### src/rtl/calc_result_fifo_if.sv
// Handshake bundle between the calculator FSM/datapath and the result consumer.
// Carries rd_par only when CALC_RESULT_PARITY_EN is defined.
interface calc_result_fifo_if #(
    parameter int unsigned DW    = 3,
    parameter int unsigned DEPTH = 4
);
    localparam int unsigned CW = $clog2(DEPTH) + 1;

    logic          done;
    logic [DW-1:0] out;
    logic [1:0]    op;
    logic          clr_ovf;
    logic          rd_valid;
    logic          rd_ready;
    logic [DW+1:0] rd_data;
    logic [CW-1:0] count;
    logic          full;
    logic          empty;
    logic          ovf;
`ifdef CALC_RESULT_PARITY_EN
    logic          rd_par;
`endif

    modport master (
        output done, out, op, clr_ovf, rd_ready,
`ifdef CALC_RESULT_PARITY_EN
        input  rd_par,
`endif
        input  rd_valid, rd_data, count, full, empty, ovf
    );

    modport slave (
        input  done, out, op, clr_ovf, rd_ready,
`ifdef CALC_RESULT_PARITY_EN
        output rd_par,
`endif
        output rd_valid, rd_data, count, full, empty, ovf
    );
endinterface

### src/rtl/calc_result_fifo.sv
// Result FIFO capturing {op, out} on each rising edge of the calculator done strobe.
// Define CALC_RESULT_PARITY_EN to store and present per-entry even parity on rd_par.
module calc_result_fifo #(
    parameter int unsigned DW    = 3,
    parameter int unsigned DEPTH = 4
) (
    input logic               clk,
    input logic               rst,
    calc_result_fifo_if.slave bus
);
    localparam int unsigned AW = (DEPTH > 1) ? $clog2(DEPTH) : 1;
    localparam int unsigned CW = AW + 1;
    localparam int unsigned PW = DW + 2;
`ifdef CALC_RESULT_PARITY_EN
    localparam int unsigned EW = PW + 1;
`else
    localparam int unsigned EW = PW;
`endif

    logic [EW-1:0] mem_q [DEPTH];
    logic [EW-1:0] mem_n [DEPTH];
    logic [AW-1:0] head_q, head_n;
    logic [AW-1:0] tail_q, tail_n;
    logic [CW-1:0] count_q, count_n;
    logic          full_q, full_n;
    logic          empty_q, empty_n;
    logic          ovf_q, ovf_n;
    logic          done_q;
    logic [EW-1:0] rd_entry_q, rd_entry_n;
    logic [EW-1:0] entry_c;
    logic          push_c, pop_c, wr_c, drop_c;

    // A push into a full FIFO is still accepted when a pop frees the head slot.
    always_comb begin
        push_c = bus.done & ~done_q;
        pop_c  = ~empty_q & bus.rd_ready;
        wr_c   = push_c & (~full_q | pop_c);
        drop_c = push_c & full_q & ~pop_c;
`ifdef CALC_RESULT_PARITY_EN
        entry_c = {^{bus.op, bus.out}, bus.op, bus.out};
`else
        entry_c = {bus.op, bus.out};
`endif
        mem_n = mem_q;
        if (wr_c) begin
            mem_n[tail_q] = entry_c;
        end
        head_n  = pop_c ? head_q + AW'(1) : head_q;
        tail_n  = wr_c  ? tail_q + AW'(1) : tail_q;
        count_n = count_q + CW'(wr_c) - CW'(pop_c);
        full_n  = (count_n == CW'(DEPTH));
        empty_n = (count_n == '0);
        ovf_n   = drop_c | (ovf_q & ~bus.clr_ovf);
        // Head entry is registered from next-state storage so it appears one cycle after the push.
        rd_entry_n = mem_n[head_n];
    end

    always_ff @(posedge clk) begin
        if (rst) begin
            for (int i = 0; i < int'(DEPTH); i++) begin
                mem_q[i] <= '0;
            end
            head_q     <= '0;
            tail_q     <= '0;
            count_q    <= '0;
            full_q     <= 1'b0;
            empty_q    <= 1'b1;
            ovf_q      <= 1'b0;
            done_q     <= 1'b0;
            rd_entry_q <= '0;
        end else begin
            mem_q      <= mem_n;
            head_q     <= head_n;
            tail_q     <= tail_n;
            count_q    <= count_n;
            full_q     <= full_n;
            empty_q    <= empty_n;
            ovf_q      <= ovf_n;
            done_q     <= bus.done;
            rd_entry_q <= rd_entry_n;
        end
    end

    assign bus.rd_valid = ~empty_q;
    assign bus.rd_data  = rd_entry_q[PW-1:0];
    assign bus.count    = count_q;
    assign bus.full     = full_q;
    assign bus.empty    = empty_q;
    assign bus.ovf      = ovf_q;
`ifdef CALC_RESULT_PARITY_EN
    assign bus.rd_par   = rd_entry_q[PW];
`endif
endmodule

### src/flat_wrapper.sv
// flat-port wrapper written by rule: the top's interface ports become plain ports
module calc_result_fifo_flat 
#(
    parameter int unsigned DW    = 3,
    parameter int unsigned DEPTH = 4
)
  (clk, rst, bus_done, bus_out, bus_op, bus_clr_ovf, bus_rd_ready, bus_rd_valid, bus_rd_data, bus_count, bus_full, bus_empty, bus_ovf);
  calc_result_fifo_if #(.DW(DW), .DEPTH(DEPTH)) bus_i ();
  input logic clk;
  input logic rst;
  input wire logic [$bits(bus_i.done)-1:0] bus_done;
  input wire logic [$bits(bus_i.out)-1:0] bus_out;
  input wire logic [$bits(bus_i.op)-1:0] bus_op;
  input wire logic [$bits(bus_i.clr_ovf)-1:0] bus_clr_ovf;
  input wire logic [$bits(bus_i.rd_ready)-1:0] bus_rd_ready;
  output wire logic [$bits(bus_i.rd_valid)-1:0] bus_rd_valid;
  output wire logic [$bits(bus_i.rd_data)-1:0] bus_rd_data;
  output wire logic [$bits(bus_i.count)-1:0] bus_count;
  output wire logic [$bits(bus_i.full)-1:0] bus_full;
  output wire logic [$bits(bus_i.empty)-1:0] bus_empty;
  output wire logic [$bits(bus_i.ovf)-1:0] bus_ovf;
  assign bus_i.done = bus_done;
  assign bus_i.out = bus_out;
  assign bus_i.op = bus_op;
  assign bus_i.clr_ovf = bus_clr_ovf;
  assign bus_i.rd_ready = bus_rd_ready;
  assign bus_rd_valid = bus_i.rd_valid;
  assign bus_rd_data = bus_i.rd_data;
  assign bus_count = bus_i.count;
  assign bus_full = bus_i.full;
  assign bus_empty = bus_i.empty;
  assign bus_ovf = bus_i.ovf;
  calc_result_fifo #(.DW(DW), .DEPTH(DEPTH)) u_core (.clk(clk), .rst(rst), .bus(bus_i));
endmodule
### config.mk
export PLATFORM = sky130hd
export DESIGN_NAME = calc_result_fifo_flat
export DESIGN_NICKNAME = d
export VERILOG_FILES = /design/src/rtl/calc_result_fifo_if.sv /design/src/rtl/calc_result_fifo.sv /design/src/flat_wrapper.sv
export SDC_FILE = /design/constraint.sdc
export NUM_CORES = 1
export LEC_CHECK = 0
export CORE_MARGIN = 5
export CORE_UTILIZATION = 40
export DETAILED_ROUTE_END_ITERATION = 12
export PLACE_DENSITY = 0.72
export SLEW_MARGIN = 20
export SYNTH_ARGS = -nofsm -noshare
export SYNTH_HDL_FRONTEND = slang
export SYNTH_SLANG_ARGS = --single-unit
### constraint.sdc
create_clock -name clk -period 4.25 [get_ports clk]
set_input_delay 0.85 -clock clk [delete_from_list [all_inputs] [get_ports clk]]
set_output_delay 0.85 -clock clk [all_outputs]
set_load 0.005 [all_outputs]
==> flow_summary.toml, run 1 <==
[outcome]
outcome = "finished, final reports clean"

[pwr]
power_report.internal_total_uw = 730
power_per_cell_area_mw_per_mm2 = 553
fin_total_pwr_mw = 1.05
clkPwrFrac = 0.242
power.net_switching_uw = 325
p_seq_frac = 0.414
netSwitchingFraction = 0.308
comb_power_share = 0.343
p_leak_nw = 0.737
max-vdd-ir-drop_mv = 0.307

[grt]
pin_count_of_the_biggest_net_entering_global_routing = 31
busiest_layer = "met2"
grt_util_met2 = 0.210
all_layer_gr_usage = 0.130
grtUsageMet1 = 0.154
grt.met3_usage = 0.0468
antenna_found_initial = 0
via_count_of_the_first_global_routing_pass = 1126
grt.overflow.total = 0
first_pass_grt_wire_length_um = 5230

[route]
antenna_violating_nets_post_route = 0
post_detailed_route_wirelength_per_cell_um = 13.5
routed-via-count = 1101
drtPass1Iterations = 4
routed_via_density = 4.87
routed_wl_um = 3060
initialDrtViolationCount = 47
post-route-drc-count = 0

[yosys]
synthesis.yosys.warnings = 0
dominantRegCellSynth = "dfxtp_1"
syn_nets = 174
synth-edff-count = 0
postSynthCellCount = 157
async_reset_ff_frac = 0
netlist_area_mm2 = 0.00158
yosys.cell_types.count = 25
post_synth.cell_area_avg_um2 = 10.0
postSynthRegisterBits = 36
synth-seq-area-share = 0.457

[critical_path]
cp_slowest_stage_delay_ps = 410
crit_path_start_kind = "input port"
timing.critical_path.cells = "clkdlybuf4s50_1 -> nand2b_1 -> a21oi_1 -> ha_1 -> fa_1 -> xnor2_1 -> xnor2_1 -> nand2_1 -> nor3_1"
worst-setup-path-type = "in2reg"
critical_path_arrival_ps = 3080
worst-path-max-fanout = 6
cpMaxStageDelayCell = "clkdlybuf4s50_1"
crit_path_frequent_cell = "xnor2_1"
critPathRequiredTime_ps = 4450
critical_path.endpoint_type = "register"
worstPathBufferInverterCount = 1
critical_path.top_delay_family = "adder cells"

[floorplanning]
core-area_mm2 = 0.00374
die_height_um = 72.8
die-area_mm2 = 0.00530
initial_utilization = 0.421
die_width_um = 72.8
pin_count = 22
rows = 22

[cts]
h-tree-depth = 2
post-cts-setup-buffer-count = 0
clkTransAtPathRegs_ps = 70
cts_tree = "done"
cts.root.buffer_cell = "clkbuf_8"
post_cts_hold_buffer_count = 0
cts_sinks = 36
cts-buffers-inserted = 5
worstSkewPairLatency_ps = 280
cts_repair_resize_count = 0
max-clock-path-buffers = 2

[sta]
final_worst_path_period_share = 0.676
timing.clock.skew_ps = 6.64
setup-violations-final = 0
final-max-slew-violation-count = 0
fin_crit_ps = 2870
slew_headroom = 0.393
fmax_mhz = 348
unrepaired_setup_endpoints_after_global_routing = "no"
worst-slew-pin-transition_ps = 904
finalHoldViolations = 0
totalNegativeSetupSlack_ps = 0

[cells_and_area]
fraction_of_layout_instances_using_a_drive_strength_above_1 = 0.0787
finalNetCount = 195
antennaDiodeCount = 0
nFillCells = 336
syn_to_layout_area_delta_pct = 20.9

[place]
place_hpwl_um = 2170
place.port_buffers = 21
finalWeightedCongestion = 0.708

[run]
max_cap_viol_count = 0

[worst_hold_path]
min_path_type = "reg2reg"
[final timing paths]
kind	startpoint	depth (start not counted)	end	slack [ps]
worst max-delay path	bus_done	9	u_core.bus.full$_SDFF_PP0_	1380
worst min-delay path	u_core.bus.ovf$_SDFF_PP0_	2	u_core.bus.ovf$_SDFF_PP0_	470
worst max register to register	u_core.done_q$_SDFF_PP0_	8	u_core.bus.full$_SDFF_PP0_	2010
worst min register to register	u_core.bus.ovf$_SDFF_PP0_	2	u_core.bus.ovf$_SDFF_PP0_	470
[worst reg2reg max path, stage by stage, from the launching register on]
cell and delay, ps:
dfxtp_1 310, nand2b_1 410, a21oi_1 200, ha_1 270
fa_1 370, xnor2_1 190, xnor2_1 180, nand2_1 110
nor3_1 130
[cells in the mapped netlist, drive strengths merged, types with 2 or more instances]
cell	instances	area, µm²
o22a	5	43.8
a211oi	4	80.1
nand2b	3	26.3
nor2	29	109
xnor2	4	35.0
mux2i	25	250
ha	6	75.1
inv	16	60.1
nand2	2	7.51
clkbuf	3	11.3
nor2b	3	18.8
buf	5	33.8
dfxtp	36	721
a21oi	8	40.0
[stage by stage]
stage | cells | hold WS [ps] | utilization | setup slack (ps) | cell area, µm²
detailed placement | 219 | 464 | 0.484 | 1090 | 1810
global route | 226 | 508 | 0.509 | 1240 | 1910
floorplan | 157 | 455 | - | 1710 | 1580
global placement | 219 | 462 | 0.484 | 1210 | 1810
CTS | 226 | 476 | 0.509 | 1370 | 1910
finish | 226 | 472 | 0.509 | 1380 | 1910
[cell families (layout without fill, tap and decap cells)]
| family | Yosys count | in the layout | synth area share |
|---|---|---|---|
| AND/OR/NAND/NOR | 40 | 40 | 0.115 |
| buffers and inverters | 24 | 45 | 0.0666 |
| flip-flops | 36 | 36 | 0.457 |
| XOR/XNOR | 4 | 4 | 0.0222 |
| multiplexers | 25 | 25 | 0.159 |
| adder cells (fa/ha/maj) | 7 | 7 | 0.0603 |
| AO/OA/AOI/OAI | 21 | 21 | 0.121 |
[layout by cell type, fill, tap and decap left out, drive strengths merged, types with 2 or more instances in the layout]
| master | synthesis | layout |
|---|---|---|
| a21oi | 8 | 8 |
| mux2i | 25 | 25 |
| clkbuf | 3 | 7 |
| a211oi | 4 | 4 |
| nor2b | 3 | 3 |
| clkdlybuf4s50 | 0 | 21 |
| o22a | 5 | 5 |
| nand2b | 3 | 3 |
| xnor2 | 4 | 4 |
| ha | 6 | 6 |
| dfxtp | 36 | 36 |
| nor2 | 29 | 29 |
| nand2 | 2 | 2 |
| inv | 16 | 16 |
[final cells by class]
class	instances	area, µm²	area share
inverter	16	60.1	0.0315
sequential	36	721	0.378
clock buffer	7	96.3	0.0505
timing repair buffer	22	218	0.114
multi-input combinational	97	752	0.394
tap	48	60.1	0.0315
[metal layers]
metal | part of all wire | up-vias | wire length [µm]
met1 | 0.43 | 523 | 1320
met2 | 0.51 | 20 | 1570
met4 | 0.016 | 0 | 48
met3 | 0.041 | 6 | 126
met5 | 0 | - | 0
li1 | - | 552 | -
[registers in the layout, indices dropped and copies added, names as in the netlist]
register and count:
u_core.bus.full 1, u_core.tail_q 2, u_core.bus.rd_data 5, u_core.mem_q 20, u_core.done_q 1, u_core.bus.empty 1
u_core.bus.ovf 1, u_core.bus.count 3, u_core.head_q 2
[power groups by stage]
stage	registers [mW]	clock network, mW	logic, mW
CTS	0.437	0.262	0.367
floorplan	0.429	0	0.242
global placement	0.441	0	0.351
detailed placement	0.444	0	0.363
finish	0.437	0.256	0.362
global route	0.445	0.277	0.401
(Power assumes the default switching activity.)
==> inputs of run 2 (changes only) <==
==> constraint.sdc (replaced) <==
create_clock -name clk -period 3 [get_ports clk]
set_input_delay 0.6 -clock clk [delete_from_list [all_inputs] [get_ports clk]]
set_output_delay 0.6 -clock clk [all_outputs]
set_load 0.005 [all_outputs]
==> flow_summary.toml, run 2 (synthesis gave the netlist of run 1 again) <==
[route]
post-route-drc-count = 0
antenna_violating_nets_post_route = 0
post_detailed_route_wirelength_per_cell_um = 13.6
routed_wl_um = 3100
initialDrtViolationCount = 51
routed-via-count = 1122
drtPass1Iterations = 4
routed_via_density = 4.92

[floorplanning]
initial_utilization = 0.421
rows = 22
core-area_mm2 = 0.00374
die-area_mm2 = 0.00530
die_height_um = 72.8
die_width_um = 72.8
pin_count = 22

[worst_hold_path]
min_path_type = "reg2reg"

[cells_and_area]
antennaDiodeCount = 0
largest_register_ff_count = 20
nFillCells = 354
regMostFlops = "u_core.mem_q"
finalNonFillerCells = 228
layout_commonest_cell = "dfxtp_1"
finalNetCount = 197
fraction_of_layout_instances_using_a_drive_strength_above_1 = 0.0833
mostFrequentLayoutCells = "36 x dfxtp_1, 29 x nor2_1, 25 x mux2i_1"
layout.cell_area.non_filler_mm2 = 0.00190
syn_to_layout_area_delta_pct = 20.6

[critical_path]
worst-path-max-fanout = 3
critical_path.endpoint_type = "register"
critical_path_arrival_ps = 2700
crit_path_start_kind = "input port"
critPathRequiredTime_ps = 3210
worst-setup-path-type = "in2reg"

[place]
place_hpwl_um = 2260
cell_area_reported_after_detailed_placement_mm2 = 0.00183
finalWeightedCongestion = 0.712
dpl.cell_count = 221
place.port_buffers = 21

[run]
max_cap_viol_count = 0

[pwr]
p_seq_frac = 0.425
clkPwrFrac = 0.221
power_per_cell_area_mw_per_mm2 = 768
power_report.internal_total_uw = 992
netSwitchingFraction = 0.322
power.net_switching_uw = 470
comb_power_share = 0.355
max-vdd-ir-drop_mv = 0.435
p_leak_nw = 0.736

[cts]
cts.root.buffer_cell = "clkbuf_8"
cts_tree = "done"
worstSkewPairLatency_ps = 290
h-tree-depth = 2
post_cts_hold_buffer_count = 0
max-clock-path-buffers = 2
cts_repair_resize_count = 0
clkTransAtPathRegs_ps = 70
post-cts-setup-buffer-count = 0
cts-buffers-inserted = 5
cts_sinks = 36

[sta]
final-max-slew-violation-count = 0
slew_headroom = 0.396
worst-slew-pin-transition_ps = 900
final_worst_path_period_share = 0.828
fmax_mhz = 402
unrepaired_setup_endpoints_after_global_routing = "no"
timing.clock.skew_ps = 6.54
totalNegativeSetupSlack_ps = 0
fin_crit_ps = 2490
setup-violations-final = 0
finalHoldViolations = 0

[grt]
grt.overflow.total = 0
all_layer_gr_usage = 0.130
via_count_of_the_first_global_routing_pass = 1174
antenna_found_initial = 0
pin_count_of_the_biggest_net_entering_global_routing = 28
first_pass_grt_wire_length_um = 5360

[outcome]
outcome = "finished, final reports clean"
==> run 2: path summary, 6_finish.rpt <==
path,from,to,slack [ps],cells past startpoint
max reg2reg,u_core.bus.full$_SDFF_PP0_,u_core.bus.full$_SDFF_PP0_,760,7
min,u_core.bus.ovf$_SDFF_PP0_,u_core.bus.ovf$_SDFF_PP0_,480,2
max,bus_rd_ready,u_core.bus.full$_SDFF_PP0_,510,11
min reg2reg,u_core.bus.ovf$_SDFF_PP0_,u_core.bus.ovf$_SDFF_PP0_,480,2
==> run 2: routing by layer <==
layer	track usage	routed length [µm]
met2	0.228	1620
met4	0.0369	32
met5	0	0
met3	0.0441	100
met1	0.149	1350
==> run 2: power by group through the flow <==
stage	sequential [mW]	combinational, mW	clock, mW
after floorplan	0.607	0.343	0
after global placement	0.625	0.501	0
after detailed placement	0.631	0.523	0
after CTS	0.622	0.527	0.326
after global routing	0.635	0.565	0.349
final	0.621	0.519	0.322
==> run 2: critical path, stage by stage <==
cell and delay (ps):
clkdlybuf4s50_1 450, nand2b_4 90, inv_1 70, ha_1 270
inv_1 40, ha_1 170, fa_1 370, xnor2_1 200
xnor2_1 180, nand2_1 100, nor3_1 160
==> run 2: cell type report <==
class	instances	area, µm²	share of cell area
clock buffers	6	72.6	0.0381
clock inverters	1	5.00	0.00263
inverters	16	60.1	0.0316
multi-input cells	97	752	0.395
flip-flops and latches	36	721	0.379
well taps	48	60.1	0.0316
repair buffers	24	233	0.122
==> run 2: through the flow <==
| stage | total power [mW] | hold slack [ps] | util | setup slack (ps) |
|---|---|---|---|---|
| floorplan | 0.951 | 455 | - | 708 |
| global placement | 1.13 | 464 | 0.488 | 346 |
| detailed placement | 1.15 | 475 | 0.488 | 169 |
| CTS | 1.47 | 487 | 0.508 | 476 |
| global route | 1.55 | 504 | 0.508 | 426 |
| finish | 1.46 | 482 | 0.508 | 515 |
